<file path="config.mk">
export PLATFORM = sky130hd
export DESIGN_NAME = crc_frame_packer
export DESIGN_NICKNAME = d
export VERILOG_FILES = /design/src/rtl/crc_frame_packer_pkg.sv /design/src/rtl/crc8_byte.sv /design/src/rtl/crc_frame_packer.sv
export SDC_FILE = /design/constraint.sdc
export NUM_CORES = 1
export LEC_CHECK = 0
export ABC_AREA = 1
export BUFFER_PORTS_ARGS = -buffer_cell sky130_fd_sc_hd__buf_2
export CORE_ASPECT_RATIO = 0.8
export CORE_UTILIZATION = 55
export CTS_BUF_LIST = sky130_fd_sc_hd__clkbuf_4 sky130_fd_sc_hd__clkbuf_8
export DETAILED_ROUTE_END_ITERATION = 10
export PLACE_DENSITY = 0.82
export RECOVER_POWER = 100
export SKIP_CTS_REPAIR_TIMING = 1
export SYNTH_ARGS = -nofsm -noshare
export SYNTH_HDL_FRONTEND = slang
export SYNTH_SLANG_ARGS = --single-unit
</file>
<file path="constraint.sdc">
create_clock -name clk -period 2.7 [get_ports clk]
set_input_delay 0.135 -clock clk [delete_from_list [all_inputs] [get_ports clk]]
set_output_delay 0.135 -clock clk [all_outputs]
set_load 0.005 [all_outputs]
</file>
<file path="src/rtl/crc_frame_packer_pkg.sv">
// Shared definitions for the CRC frame packer: FSM encoding and CRC-8 constants.
package crc_frame_packer_pkg;

    typedef enum logic [1:0] {
        StCollect = 2'd0,
        StIssue   = 2'd1,
        StWaitHi  = 2'd2,
        StWaitLo  = 2'd3
    } state_e;

    localparam logic [7:0] CRC_POLY     = 8'h07;
    localparam logic [7:0] CRC_INIT     = 8'h00;
    localparam logic [7:0] TERM_DEFAULT = 8'h0A;

endpackage

</file>
<file path="src/rtl/crc8_byte.sv">
// Combinational CRC-8 update for one byte, MSB first, no reflection.
module crc8_byte
    import crc_frame_packer_pkg::*;
(
    input  logic [7:0] crc_i,
    input  logic [7:0] data_i,
    output logic [7:0] crc_o
);

    logic [7:0] c;

    always_comb begin
        c = crc_i ^ data_i;
        for (int i = 0; i < 8; i++) begin
            c = c[7] ? ((c << 1) ^ CRC_POLY) : (c << 1);
        end
    end

    assign crc_o = c;

endmodule

</file>
<file path="src/rtl/crc_frame_packer.sv">
// Collects UART bytes into a frame, then streams payload plus CRC-8 to a
// busy-handshaked sender, one byte per send pulse.
module crc_frame_packer
    import crc_frame_packer_pkg::*;
#(
    parameter int unsigned DEPTH = 16,
    parameter logic [7:0]  TERM  = TERM_DEFAULT
) (
    input  logic       clk,
    input  logic       reset,
    input  logic [7:0] in_data,
    input  logic       in_valid,
    output logic [7:0] tx_data,
    output logic       tx_send,
    input  logic       tx_busy,
    output logic       o_collecting,
    output logic [7:0] o_crc8,
    output logic [7:0] o_drop_count
);

    localparam int unsigned AW = (DEPTH > 1) ? $clog2(DEPTH) : 1;
    localparam int unsigned CW = AW + 1;
    localparam logic [CW-1:0] DepthC = CW'(DEPTH);

    logic [7:0]    buf_q [DEPTH];
    state_e        state_q, state_d;
    logic [CW-1:0] count_q, count_d;
    logic [AW-1:0] idx_q, idx_d;
    logic          sending_crc_q, sending_crc_d;
    logic [7:0]    crc_q, crc_d, crc_next;
    logic [7:0]    drop_q, drop_d;
    logic [7:0]    tx_data_q, tx_data_d;
    logic          wr_en;
    logic [AW-1:0] idx_inc;
    logic [CW-1:0] idx_inc_ext;

    assign idx_inc     = idx_q + AW'(1);
    assign idx_inc_ext = {1'b0, idx_q} + CW'(1);

    crc8_byte u_crc8_byte (
        .crc_i  (crc_q),
        .data_i (in_data),
        .crc_o  (crc_next)
    );

    always_comb begin
        state_d       = state_q;
        count_d       = count_q;
        idx_d         = idx_q;
        sending_crc_d = sending_crc_q;
        crc_d         = crc_q;
        drop_d        = drop_q;
        tx_data_d     = tx_data_q;
        wr_en         = 1'b0;

        if (in_valid && (state_q != StCollect) && (drop_q != 8'hFF)) begin
            drop_d = drop_q + 8'd1;
        end

        unique case (state_q)
            StCollect: begin
                if (in_valid) begin
                    wr_en   = 1'b1;
                    count_d = count_q + CW'(1);
                    crc_d   = crc_next;
                    if ((in_data == TERM) || (count_d == DepthC)) begin
                        state_d       = StIssue;
                        idx_d         = '0;
                        sending_crc_d = 1'b0;
                        // Byte 0 may be landing in the buffer this very cycle.
                        tx_data_d     = (count_q == '0) ? in_data : buf_q[0];
                    end
                end
            end
            StIssue: begin
                state_d = StWaitHi;
            end
            StWaitHi: begin
                if (tx_busy) begin
                    state_d = StWaitLo;
                end
            end
            StWaitLo: begin
                if (!tx_busy) begin
                    if (idx_inc_ext < count_q) begin
                        idx_d     = idx_inc;
                        tx_data_d = buf_q[idx_inc];
                        state_d   = StIssue;
                    end else if (!sending_crc_q) begin
                        sending_crc_d = 1'b1;
                        tx_data_d     = crc_q;
                        state_d       = StIssue;
                    end else begin
                        count_d       = '0;
                        crc_d         = CRC_INIT;
                        idx_d         = '0;
                        sending_crc_d = 1'b0;
                        state_d       = StCollect;
                    end
                end
            end
            default: begin
                state_d = StCollect;
            end
        endcase
    end

    always_ff @(posedge clk) begin
        if (reset) begin
            state_q       <= StCollect;
            count_q       <= '0;
            idx_q         <= '0;
            sending_crc_q <= 1'b0;
            crc_q         <= CRC_INIT;
            drop_q        <= 8'h00;
            tx_data_q     <= 8'h00;
        end else begin
            state_q       <= state_d;
            count_q       <= count_d;
            idx_q         <= idx_d;
            sending_crc_q <= sending_crc_d;
            crc_q         <= crc_d;
            drop_q        <= drop_d;
            tx_data_q     <= tx_data_d;
        end
    end

    // Payload storage is never reset; only count decides what is valid.
    always_ff @(posedge clk) begin
        if (!reset && wr_en) begin
            buf_q[count_q[AW-1:0]] <= in_data;
        end
    end

    assign tx_send      = (state_q == StIssue);
    assign tx_data      = tx_data_q;
    assign o_collecting = (state_q == StCollect);
    assign o_crc8       = crc_q;
    assign o_drop_count = drop_q;

endmodule

</file>
==> out/metrics.csv <==
metric,value,unit
cts_tree,done,
core,13550,um2
path_clk_slew,90,ps
whs_path_depth,5,
grt_pass1_wl,28430,um
drt_iter0_markers,715,
initial_utilization,56.33,%
synthCells,835,
synth_top_area_share,50.36,%
fin_tns_setup,0,ps
final_nets,918,
holdWs,150.0,ps
rr_endpoint,idx_q[3],
crit_path_start_kind,register,
place_ws,327.8,ps
area_growth,10.61,%
h-tree-depth,4,
setup_viol,0,
layout-drive-gt1-share,8.287,%
arrival,2850,ps
layoutNonFillerInstCount,1085,
crit_chain,nand3_1 -> xor2_2 -> clkinv_1 -> ha_1 -> nand2_1 -> inv_1 -> nand2_1 -> nand3_1 -> buf_4 -> nor2_4 -> inv_1 -> nor2_1 -> o21ai_0 -> nor2_1,
antenna_found_initial,0,
power.density,700.9,nW/um2
n_antenna_cell,0,
dr.pass1.iters,5,
grt_max_degree,52,
synth.largest_area_cell,edfxtp_1,
drv_slew,0,
num_vias,5976,
post-route-period-util,90.83,%
min_to,state_q[1],
drc,0,
place.port_buffers,37,
seq_area,4566,um2
synth-edff-count,128,
skew,10.72,ps
ys_seq_area_share,59.80,%
grt_usage,26.71,%
synth_area_leaders,"edfxtp_1 (50%), nand2_1 (9.5%), dfxtp_1 (9.4%)",
ant_nets,0,
yosys_most_used_dff,edfxtp_1,
dpl.cell_count,1048,
die_h,107.4,um
critPathMaxStageDelay,440,ps
crit_fanout,9,
num_io_pins,38,
clockBufferDepth,2,
worst_r2r_path_depth,14,
n_fill_cell,1144,
leakage,3.227,nW
avgSynthCellArea,9.141,um2
required,3100,ps
clock-sinks,164,
end_kind,register,
cap_violations,0,
peakVddDrop,493.9,uV
clock_latency,470,ps
multi_input_area,2680,um2
hold_path_class,in2reg,
crit_slowest_cell,dfxtp_1,
path_delay_family,simple AND/OR/NAND/NOR gates,
crit_buf_inv,4,
setup_ws,247.7,ps
fin_crit,2452,ps
cts_buffers,17,
yosys.cell_types.count,30,
cts_root_buf,clkbuf_8,
place_congestion,0.9231,
grt_pass1_vias,5428,
tightest_slew,1223,ps
min_from,tx_busy,
syn-num-nets,861,
status,"complete, no violations",
die_w,133.7,um
viasPerCell,5.508,
wl,18260,um
r2r_start,idx_q[2],
syn_area,7632,um2
netlist_top_cells_count,"nand2_1 (194), nor2_1 (145), edfxtp_1 (128), nand3_1 (80), o21ai_0 (75)",
ys_warn_count,0,
hpwl,12040,um
fmax,407.8,MHz
worstSetupPathType,reg2reg,
yosysMostFrequentCell,nand2_1,
synth-seq-cells,164,
gr-total-overflow,0,
dieArea,14360,um2
slew-limit-headroom,18.46,%
rrSetupSlack,250,ps
wire_per_inst,16.83,um
hold_viol_final,0,
rows,38,
async_flop_share,0,%
utilization,62.30,%
[cells in the final DEF (no fill, tap or decap), drive strengths merged]
master	count
nand2	194
nor2	147
edfxtp	128
nand3	81
o21ai	77
inv	61
clkbuf	61
dfxtp	36
a21oi	34
buf	30
ha	14
xnor2	8
xor2	8
clkinv	8
nand4	5
clkinvlp	4
or2	2
bufinv	2
nor3	1
o21bai	1
and3	1
o22ai	1
dlygate4sd3	1
[registers in the layout (all words and copies together) (netlist names)]
signal         count
idx_q              4
count_q            5
tx_data            8
buf_q            128
o_drop_count       8
sending_crc_q      1
o_crc8             8
state_q            2
[logic make-up after synthesis]
| group | Yosys count | share of synthesized area, % |
|---|---|---|
| and+or+nand+nor | 431 | 23.00 |
| DFF | 164 | 59.80 |
| AOI/OAI and AO/OA | 113 | 7.656 |
| buffers and inverters | 97 | 5.213 |
| xor gates and xnor gates | 16 | 2.033 |
| adders and majority gates | 14 | 2.295 |
[power breakdown]
group | total (mW) | leakage (nW) | internal, mW | switching (mW)
clock | 1.71 | 0.181 | 0.834 | 0.871
combinational | 1.31 | 1.60 | 0.436 | 0.870
sequential | 2.91 | 1.45 | 2.81 | 0.0965
total | 5.92 | 3.23 | 4.08 | 1.84
[final cells by class]
type	count	area share (%)
multi-input cells	574	31.75
well taps	180	2.668
flip-flops and latches	164	54.08
clock inverters	12	1.378
repair buffers	72	4.283
clock buffers	20	3.038
inverters	63	2.801
[routing by layer]
| metal | part of all wire, % | GRT usage, % |
|---|---|---|
| met1 | 43 | 37.67 |
| met2 | 45 | 39.67 |
| met3 | 9.6 | 7.298 |
| met4 | 1.9 | 9.497 |
| met5 | 0 | 0 |
[how the worst max path moves through the flow]
stage | depth (start not counted) | to | from | slack [ps]
2_1_floorplan | 14 | idx_q[3] | idx_q[0] | 250
3_3_place_gp | 6 | buf_q[3][6] | state_q[0] | 400
3_5_place_dp | 14 | idx_q[1] | idx_q[2] | 330
4_1_cts | 14 | idx_q[3] | idx_q[2] | 270
5_1_grt | 14 | idx_q[3] | idx_q[2] | -10
6_report | 14 | idx_q[3] | idx_q[2] | 250
[tightest hold or removal path, stage by stage]
cell and delay, ps:
buf_2 90, inv_1 70, a21oi_1 100, nand2_1 100
a21oi_1 70
[metrics by stage]
step | cell area (um2) | total power [mW]
floorplan | 7632 | 3.871
global route | 8442 | 6.212
CTS | 8493 | 5.922
finish | 8442 | 5.917
global placement | 8120 | 4.222
detailed placement | 8120 | 4.251
Power figures use the tool's default switching activity.
